--- src/rtl/alu_dispatch.sv ---
// alu_dispatch: 4-entry request FIFO feeding four round-robin ALU lanes.
// A popped request is written into the lane fields of lane rr_ptr. The lane
// result comes back through alu_d two edges after issue, and the block
// returns it as a one-cycle out_valid pulse.
// Optional feature: define ALU_DISPATCH_DIVZERO_TRAP_EN to trap divides by
// zero (err pulse, no lane write, no result) instead of issuing them.
//
// Handshake: a request transfers on a rising clk edge where in_valid and
// in_ready are both 1. in_ready depends only on the registered occupancy, so
// a full FIFO refuses pushes even when a pop happens at the same edge.
// Results have no backpressure.
module alu_dispatch (
  input  logic        clk,
  input  logic        reset,
  input  logic        issue_en,
  input  logic        in_valid,
  output logic        in_ready,
  input  logic [3:0]  in_a,
  input  logic [3:0]  in_b,
  input  logic [5:0]  in_op,
  output logic [15:0] lane_a,
  output logic [15:0] lane_b,
  output logic [23:0] lane_s,
  output logic [1:0]  sel,
  input  logic [7:0]  alu_d,
  output logic        out_valid,
  output logic [7:0]  out_data,
  output logic [1:0]  out_lane,
  output logic        busy,
  output logic [2:0]  count,
  output logic        err,
  output logic [1:0]  dbg_state
);

  localparam logic [1:0] ST_IDLE  = 2'd0;
  localparam logic [1:0] ST_ISSUE = 2'd1;
  localparam logic [1:0] ST_DRAIN = 2'd2;

  // FIFO entry layout: {a[3:0], b[3:0], op[5:0]}
  logic [13:0] fifo_mem_q [4];
  logic [1:0]  wr_ptr_q, rd_ptr_q, rr_ptr_q;
  logic [2:0]  count_q, count_d;
  logic [1:0]  state_q, state_d;

  logic [15:0] lane_a_q, lane_b_q;
  logic [23:0] lane_s_q;

  // Pipeline: stage 1 is the cycle after issue, stage 2 the cycle with sel.
  logic        p1_valid_q, p2_valid_q;
  logic [1:0]  p1_lane_q;
  logic [1:0]  sel_lane_q;

  logic        out_valid_q;
  logic [7:0]  out_data_q;
  logic [1:0]  out_lane_q;

  logic        push, pop, issue;
  logic [13:0] head;
  logic [3:0]  head_a, head_b;
  logic [5:0]  head_op;

  assign in_ready = (count_q < 3'd4);
  assign push     = in_valid && in_ready;
  assign pop      = issue_en && (count_q != 3'd0);

  assign head    = fifo_mem_q[rd_ptr_q];
  assign head_a  = head[13:10];
  assign head_b  = head[9:6];
  assign head_op = head[5:0];

`ifdef ALU_DISPATCH_DIVZERO_TRAP_EN
  logic trap;
  logic err_q;

  // Arithmetic divide ({op0,op1} = 1) with a zero divisor is trapped at pop.
  assign trap  = pop && !head_op[5] && !head_op[0] && head_op[1] && (head_b == 4'd0);
  assign issue = pop && !trap;
  assign err   = err_q;

  // One-cycle trap pulse, registered at the edge the trapped entry pops.
  always_ff @(posedge clk) begin
    if (!reset) err_q <= 1'b0;
    else        err_q <= trap;
  end
`else
  assign issue = pop;
  assign err   = 1'b0;
`endif

  // Occupancy next-state: simultaneous push and pop cancel out.
  always_comb begin
    count_d = count_q;
    if (push && !pop)      count_d = count_q + 3'd1;
    else if (!push && pop) count_d = count_q - 3'd1;
  end

  // FSM next-state: DRAIN leaves for IDLE at the edge that retires the last
  // in-flight result (nothing left in stage 1).
  always_comb begin
    state_d = state_q;
    case (state_q)
      ST_IDLE:  if (push) state_d = ST_ISSUE;
      ST_ISSUE: if (count_d == 3'd0) state_d = ST_DRAIN;
      ST_DRAIN: begin
        if (push)             state_d = ST_ISSUE;
        else if (!p1_valid_q) state_d = ST_IDLE;
      end
      default:  state_d = ST_IDLE;
    endcase
  end

  // FIFO storage; validity is tracked by the pointers, so no reset needed.
  always_ff @(posedge clk) begin
    if (push) fifo_mem_q[wr_ptr_q] <= {in_a, in_b, in_op};
  end

  // Control state, lane fields, result pipeline and output registers.
  always_ff @(posedge clk) begin
    if (!reset) begin
      wr_ptr_q    <= 2'd0;
      rd_ptr_q    <= 2'd0;
      rr_ptr_q    <= 2'd0;
      count_q     <= 3'd0;
      state_q     <= ST_IDLE;
      lane_a_q    <= 16'd0;
      lane_b_q    <= 16'd0;
      lane_s_q    <= 24'd0;
      p1_valid_q  <= 1'b0;
      p1_lane_q   <= 2'd0;
      p2_valid_q  <= 1'b0;
      sel_lane_q  <= 2'd0;
      out_valid_q <= 1'b0;
      out_data_q  <= 8'd0;
      out_lane_q  <= 2'd0;
    end else begin
      count_q <= count_d;
      state_q <= state_d;
      if (push) wr_ptr_q <= wr_ptr_q + 2'd1;
      if (pop)  rd_ptr_q <= rd_ptr_q + 2'd1;
      if (issue) begin
        rr_ptr_q  <= rr_ptr_q + 2'd1;
        p1_lane_q <= rr_ptr_q;
      end
      for (int l = 0; l < 4; l++) begin
        if (issue && (rr_ptr_q == 2'(l))) begin
          lane_a_q[4*l +: 4] <= head_a;
          lane_b_q[4*l +: 4] <= head_b;
          lane_s_q[6*l +: 6] <= head_op;
        end
      end
      p1_valid_q <= issue;
      p2_valid_q <= p1_valid_q;
      if (p1_valid_q) sel_lane_q <= p1_lane_q;
      out_valid_q <= p2_valid_q;
      if (p2_valid_q) begin
        out_data_q <= alu_d;
        out_lane_q <= sel_lane_q;
      end
    end
  end

  assign lane_a    = lane_a_q;
  assign lane_b    = lane_b_q;
  assign lane_s    = lane_s_q;
  // The ALU array expects the lane index bit-reversed on sel.
  assign sel       = {sel_lane_q[0], sel_lane_q[1]};
  assign out_valid = out_valid_q;
  assign out_data  = out_data_q;
  assign out_lane  = out_lane_q;
  assign count     = count_q;
  assign busy      = (state_q != ST_IDLE);
  assign dbg_state = state_q;

endmodule

--- config.mk ---
export PLATFORM = sky130hd
export DESIGN_NAME = alu_dispatch
export DESIGN_NICKNAME = d
export VERILOG_FILES = /design/src/rtl/alu_dispatch.sv
export SDC_FILE = /design/constraint.sdc
export NUM_CORES = 1
export LEC_CHECK = 0
export CORE_AREA = 5 5 114 116
export CTS_BUF_LIST = sky130_fd_sc_hd__clkbuf_16
export DETAILED_ROUTE_END_ITERATION = 10
export DIE_AREA = 0 0 119 121
export PLACE_DENSITY = 0.85
export SLEW_MARGIN = 10
export SYNTH_ARGS = -nofsm -noshare
export SYNTH_HDL_FRONTEND = slang
export SYNTH_SLANG_ARGS = --single-unit
--- constraint.sdc ---
create_clock -name clk -period 1.6 [get_ports clk]
set_input_delay 0.24 -clock clk [delete_from_list [all_inputs] [get_ports clk]]
set_output_delay 0.24 -clock clk [all_outputs]
set_load 0.01 [all_outputs]
# Word level (Yosys, flattened, before mapping)
# Memories as Yosys holds them, arrays and structs flattened. A register that Yosys moved wholly into a read port is not among the register bits.
# Index checks and enable logic that the tools add are counted.
dict set report totals {
  input_bits 26
  output_inout_bits 77
  rom_bits 0
  ff_bits 84
  latch_bits 0
  ram_bits 56
  memories 1
}
dict set report op_classes {
  reduce_logical 16
  n_div 0
  multipliers 0
  eq_ne 8
  shift 0
  n_addsub 5
  n_mux 11
  n_bitwise 0
  order_cmp 1
}
# name words width rd rd_clocked_by_memory_dff write_ports line_no
set memory_table {}
lappend memory_table {fifo_mem_q 4 14 1 1 1 40} ;# logic [13:0] fifo_mem_q [4];
# cell count
set op_table {}
lappend op_table {{$mux W2} 6}
lappend op_table {{$logic_and A1 B1 Y1} 8}
lappend op_table {{$add A2 B1 Y2 const B} 3}
lappend op_table {{$eq A2 B2 Y1 const B} 3}
lappend op_table {{$mux W3} 2}
lappend op_table {{$pmux W2 S3} 1}
lappend op_table {{$eq A2 B1 Y1 const B} 2}
lappend op_table {{$logic_not A2 Y1} 2}
lappend op_table {{$ne A2 B2 Y1 const B} 2}
lappend op_table {{$add A3 B1 Y3 const B} 1}
lappend op_table {{$logic_not A3 Y1} 1}
lappend op_table {{$lt A3 B3 Y1 const B} 1}
lappend op_table {{$ne A3 B3 Y1 const B} 1}
lappend op_table {{$reduce_and A3 Y1} 1}
lappend op_table {{$reduce_bool A3 Y1} 1}
lappend op_table {{$sub A3 B1 Y3 const B} 1}
lappend op_table {{$logic_not A1 Y1} 2}
lappend op_table {{$mux W1} 2}
lappend op_table {{$reduce_bool A2 Y1} 1}

# Longest topological paths before layout
# Gate-level depths: netlist of run 1.
dict set report depth {
  ltp_word 9
  ltp_mapped 8
  ltp_nobuf 7
}

# Worst setup path after synthesis of run 1
# Ideal clock, no wire load.
dict set report synth_path {
  path_kind {flip-flop to flip-flop}
  from {reg count_q[1] (netlist: count[1])}
  to {reg state_q[1] (netlist: dbg_state[1])}
  arrival_ns 1.642
  setup_ns 0.075
  required_ns 1.525
  period_less_slack_ns 1.717
  path_stages_with_launch 8
  path_slack_ns -0.117
  path_buffers 0
  cell_sequence {dfxtp_1 -> inv_1 -> ha_1 -> nand2b_1 -> a221oi_1 -> xnor2_1 -> nand4_1 -> o22ai_1}
}
dict set report synth_between {
  elab_chain_cells 9
  word_cells_on_any_way 19
  cone_classes {2 x add/sub; 1 x order compare; 3 x eq/ne; 4 x mux; 9 x reduce/logical}
}
# element line_no
set synth_rtl {}
lappend synth_rtl {{start: declaration} 42} ;# logic [2:0] count_q, count_d;
lappend synth_rtl {{start signal: assignment} 136} ;# count_q <= count_d;
lappend synth_rtl {{$lt A3 B3 Y1} 62} ;# assign in_ready = (count_q < 3'd4);
lappend synth_rtl {{$logic_and A1 B1 Y1} 63} ;# assign push = in_valid && in_ready;
lappend synth_rtl {{$logic_not A1 Y1} 94} ;# else if (!push && pop) count_d = count_q - 3'd1;
lappend synth_rtl {{$logic_and A1 B1 Y1} 94}
lappend synth_rtl {{$mux W3} 94}
lappend synth_rtl {{$mux W3} 93} ;# if (push && !pop) count_d = count_q + 3'd1;
lappend synth_rtl {{$logic_not A3 Y1} 103} ;# ST_ISSUE: if (count_d == 3'd0) state_d = ST_DRAIN;
lappend synth_rtl {{$ne A2 B2 Y1 (no line)} n/a}
lappend synth_rtl {{$reduce_and A3 Y1 (no line)} n/a}
lappend synth_rtl {{end signal: assignment} 137} ;# state_q <= state_d;
lappend synth_rtl {{end: declaration} 43} ;# logic [1:0] state_q, state_d;
# Several ways; a longest one is shown, not always the timed one.
# A chain may end at the register's enable or synchronous reset.

# Worst setup path after layout of run 1
dict set report layout_path {
  from {reg count_q[0] (netlist: count[0])}
  to {reg state_q[1] (netlist: dbg_state[1])}
}
# Same word-level chain as after synthesis.

==> impl_metrics.toml, run 1 <==
[timing]
final_min_period_over_clock_period_pct = 102
setup_slack_ps = -37.1
worst_pin_slew_ps = 601
drv_slew = 0
fin_skew_ps = 7.05
tightest_hold_margin_ps = 253
rsz_0062_raised_after_global_routing = "true"
timing.max_slew.rel_slack_pct = 59.9
post_layout_min_period_ps = 1640
timing.fmax_mhz = 611
setup_viol_count_final = 1
timing_hold_violations_final = 0

[setup_path]
worst_reg2reg_path_startpoint = "count[0]$_SDFF_PN0_"
worst_setup_path_end_kind = "flip-flop"
cpLargestDelayFamily = "compound AO/OA/AOI/OAI gates"
required_ps = 1950
r2r_cells = 7
critical_path_buf_inv_count = 1
worst_path_max_delay_cell = "sky130_fd_sc_hd__a221oi_4"
rrSetupSlack_ps = -40
worst_setup_path_class = "flip-flop to flip-flop"
critical_path_arrival_ps = 1980
crit_path_start_kind = "flip-flop"
critical_path.max_fanout = 4
crit_path_max_incr_delay_ps = 360
path_cells = "inv_2, ha_4, nand2b_4, a221oi_4, xnor2_2, nand4_1, o22ai_1"
worst_r2r_endpoint = "dbg_state[1]$_SDFFE_PN0P_"

[min_path]
min_path_type = "primary input to flip-flop"
worstHoldEndpoint = "dbg_state[1]$_SDFFE_PN0P_"
min_path_cells = 3
worstHoldStart = "reset"

[power_and_ir_drop]
pwr-share-seq_pct = 38.8
power.net_switching_mw = 3.27
power_per_cell_area_nw_per_um2 = 1500
power_frac_comb_pct = 26.5
cell_internal_pwr_mw = 8.10
peak_vdd_ir_uv = 738
fin_total_pwr_mw = 11.4
p_clk_share_pct = 34.8
total_leakage_power_nw = 2.90
switching_share_pct = 28.8

[floorplanning]
core_region_area_um2 = 11800
start_util_pct = 46.2
die_h_um = 121
floorplan.io_pins = 103
die-area_um2 = 14400
fp-row-count = 40
floorplan.die.width_um = 119

[synth]
ys_ff_latch = 142
synthesized_nets = 495
edff_count_synth = 56
synth_area_um2 = 5460
ys_types = 32
post_synth_inst_count = 458
syn_avg_cell_area_um2 = 11.9
main_flop_type_after_synthesis = "sky130_fd_sc_hd__dfxtp_1"
share_of_async_settable_or_async_resettable_flops_after_synthesis_pct = 0
synthesis.yosys.warnings = 0
synth_sequential_area_ratio_pct = 62.3

[final_layout]
post_layout_nonfiller_instances = 749
layout_commonest_cell = "sky130_fd_sc_hd__nand2_1"
fillers = 849
area_delta_synth_final_pct = 38.9
layout-drive-gt1-share_pct = 16.3
diodes = 0
layout_common_cells = "sky130_fd_sc_hd__nand2_1 (123), sky130_fd_sc_hd__dfxtp_1 (83), sky130_fd_sc_hd__clkdlybuf4s50_1 (77)"
nets = 626

[clocking]
cts-hold-fix-buffers = 0
clock_latency_ps = 420
tritoncts = "yes"
htreeDepth = 4
clkSlewWorstSetupHoldPaths_ps = 60
cts_root_buffer = "sky130_fd_sc_hd__clkbuf_16"
cts_num_sinks = 142
clock_path_buffers = 2
cts_made_buffers = 17

[route]
vias_per_cell = 5.13
drc_errors = 0
dr_total_vias = 3839
drt-pass1-iter-count = 4
final_antenna_net_count = 0
wl_per_cell_um = 17.2
drt_wl_total_um = 12900
first_iter_violations = 341

[run]
timing.max_cap.violations = 0

[placed_design]
dp.cells = 712
dp_hpwl_um = 8860
globalplace.congestion = 0.761
place_ws_ps = -255
port_buffers = 101

[global_route]
grt.overflow.total = 0
grt_pass1_wl_um = 19900
antenna_found_initial = 0
first_global_vias = 3894
grtUsageTotal_pct = 17.7
grt_start_max_net_pins = 66

[status]
status = "finished with violations"
violations = "negative setup slack"
## power by group through the flow
stage,clock [mW],sequential (mW),combinational [mW]
finish,3.95,4.41,3.01
global route,4.19,4.45,3.26
CTS,4.01,4.40,2.83
detailed placement,0,4.48,2.79
global placement,0,4.45,2.69
floorplan,0,4.51,1.48
## layer usage
metal,track usage (%),vias to the layer above,wire (um)
met2,31.4,108,6790
met4,5.94,0,157
met1,20.3,1880,5250
li1,-,1836,-
met3,5.31,15,690
met5,0,-,0
## synth_stat cells (4+ instances only)
| cell type | count | area, um2 |
|---|---|---|
| sky130_fd_sc_hd__a21boi_0 | 46 | 345 |
| sky130_fd_sc_hd__nor2_1 | 4 | 15.0 |
| sky130_fd_sc_hd__a21boi_1 | 10 | 75.1 |
| sky130_fd_sc_hd__ha_1 | 11 | 138 |
| sky130_fd_sc_hd__inv_1 | 6 | 22.5 |
| sky130_fd_sc_hd__mux4_2 | 14 | 315 |
| sky130_fd_sc_hd__nor2b_1 | 22 | 138 |
| sky130_fd_sc_hd__buf_2 | 9 | 45.0 |
| sky130_fd_sc_hd__clkbuf_1 | 12 | 45.0 |
| sky130_fd_sc_hd__mux2i_1 | 15 | 150 |
| sky130_fd_sc_hd__edfxtp_1 | 56 | 1680 |
| sky130_fd_sc_hd__xnor2_1 | 4 | 35.0 |
| sky130_fd_sc_hd__nand2_1 | 123 | 462 |
| sky130_fd_sc_hd__and2_1 | 18 | 113 |
| sky130_fd_sc_hd__dfxtp_1 | 86 | 1720 |
## final cells by class
cell class | instances | area (um2) | area share [%]
clock buffer | 18 | 450 | 5.94
clock inverter | 14 | 154 | 2.03
inverter | 7 | 26.3 | 0.346
multi-input combinational | 285 | 1970 | 26.0
sequential | 142 | 3410 | 44.9
tap | 147 | 184 | 2.42
timing repair buffer | 136 | 1390 | 18.4
## state kept, by name, indices dropped and copies added (netlist names), 3 cells and up, named ones only
register / cells
count: 3
fifo_mem_q: 56
lane_a: 16
lane_b: 16
lane_s: 24
out_data: 8
## how the worst max path moves through the flow
| stage | start | depth (start not counted) | end | slack (ps) |
|---|---|---|---|---|
| after detailed placement | issue_en | 6 | dbg_state[1]$_SDFFE_PN0P_ | -260 |
| after global routing | count[1]$_SDFF_PN0_ | 7 | dbg_state[1]$_SDFFE_PN0P_ | -150 |
| final | count[0]$_SDFF_PN0_ | 7 | dbg_state[1]$_SDFFE_PN0P_ | -40 |
| after floorplan | count[0]$_SDFF_PN0_ | 7 | dbg_state[1]$_SDFFE_PN0P_ | -90 |
| after global placement | issue_en | 6 | dbg_state[1]$_SDFFE_PN0P_ | -130 |
| after CTS | count[0]$_SDFF_PN0_ | 7 | dbg_state[1]$_SDFFE_PN0P_ | -60 |
## repair_timing
action,4_1_cts,5_1_grt
buffers inserted,1,4
cloned,0,0
resized for setup,13,24
endpoints found under the setup margin,54,79
pin swaps,2,6
## stage by stage
stage | util [%] | setup TNS [ps] | instance area [um2]
global route | 64.2 | -311 | 7590
detailed placement | 58.2 | -19820 | 6870
floorplan | - | -151 | 5470
global placement | 58.2 | -13150 | 6870
CTS | 63.4 | -58.7 | 7490
finish | 64.2 | -37.1 | 7590
## worst reg2reg max path, stage by stage (launching register included)
cell and delay [ps]:
sky130_fd_sc_hd__dfxtp_2 340, sky130_fd_sc_hd__inv_2 60, sky130_fd_sc_hd__ha_4 180, sky130_fd_sc_hd__nand2b_4 160, sky130_fd_sc_hd__a221oi_4 360, sky130_fd_sc_hd__xnor2_2 200
sky130_fd_sc_hd__nand4_1 140, sky130_fd_sc_hd__o22ai_1 140
## cell families (layout without fill, tap and decap cells)
logic type / count (synthesis) / count (layout) / share of synthesized area, %
buffers and inverters: 31 / 175 / 2.54
and+or+nand+nor: 172 / 172 / 13.9
other: 1 / 1 / 0.0686
AOI/OAI and AO/OA: 67 / 67 / 9.35
xor gates and xnor gates: 5 / 5 / 0.802
adders and majority gates: 11 / 11 / 2.52
muxes: 29 / 29 / 8.52
DFF: 142 / 142 / 62.3
(Power assumes the default switching activity.)
==> run 2: changes to the inputs <==
--- a/config.mk
+++ b/config.mk
@@ -7,6 +7,7 @@
 export LEC_CHECK = 0
 export CORE_AREA = 5 5 114 116
 export CTS_BUF_LIST = sky130_fd_sc_hd__clkbuf_16
+export CTS_CLUSTER_DIAMETER = 120
 export DETAILED_ROUTE_END_ITERATION = 10
 export DIE_AREA = 0 0 119 121
 export PLACE_DENSITY = 0.85
==> results of run 2 <==
Same layout as run 1: the final DEF is identical, and so are final timing and power.
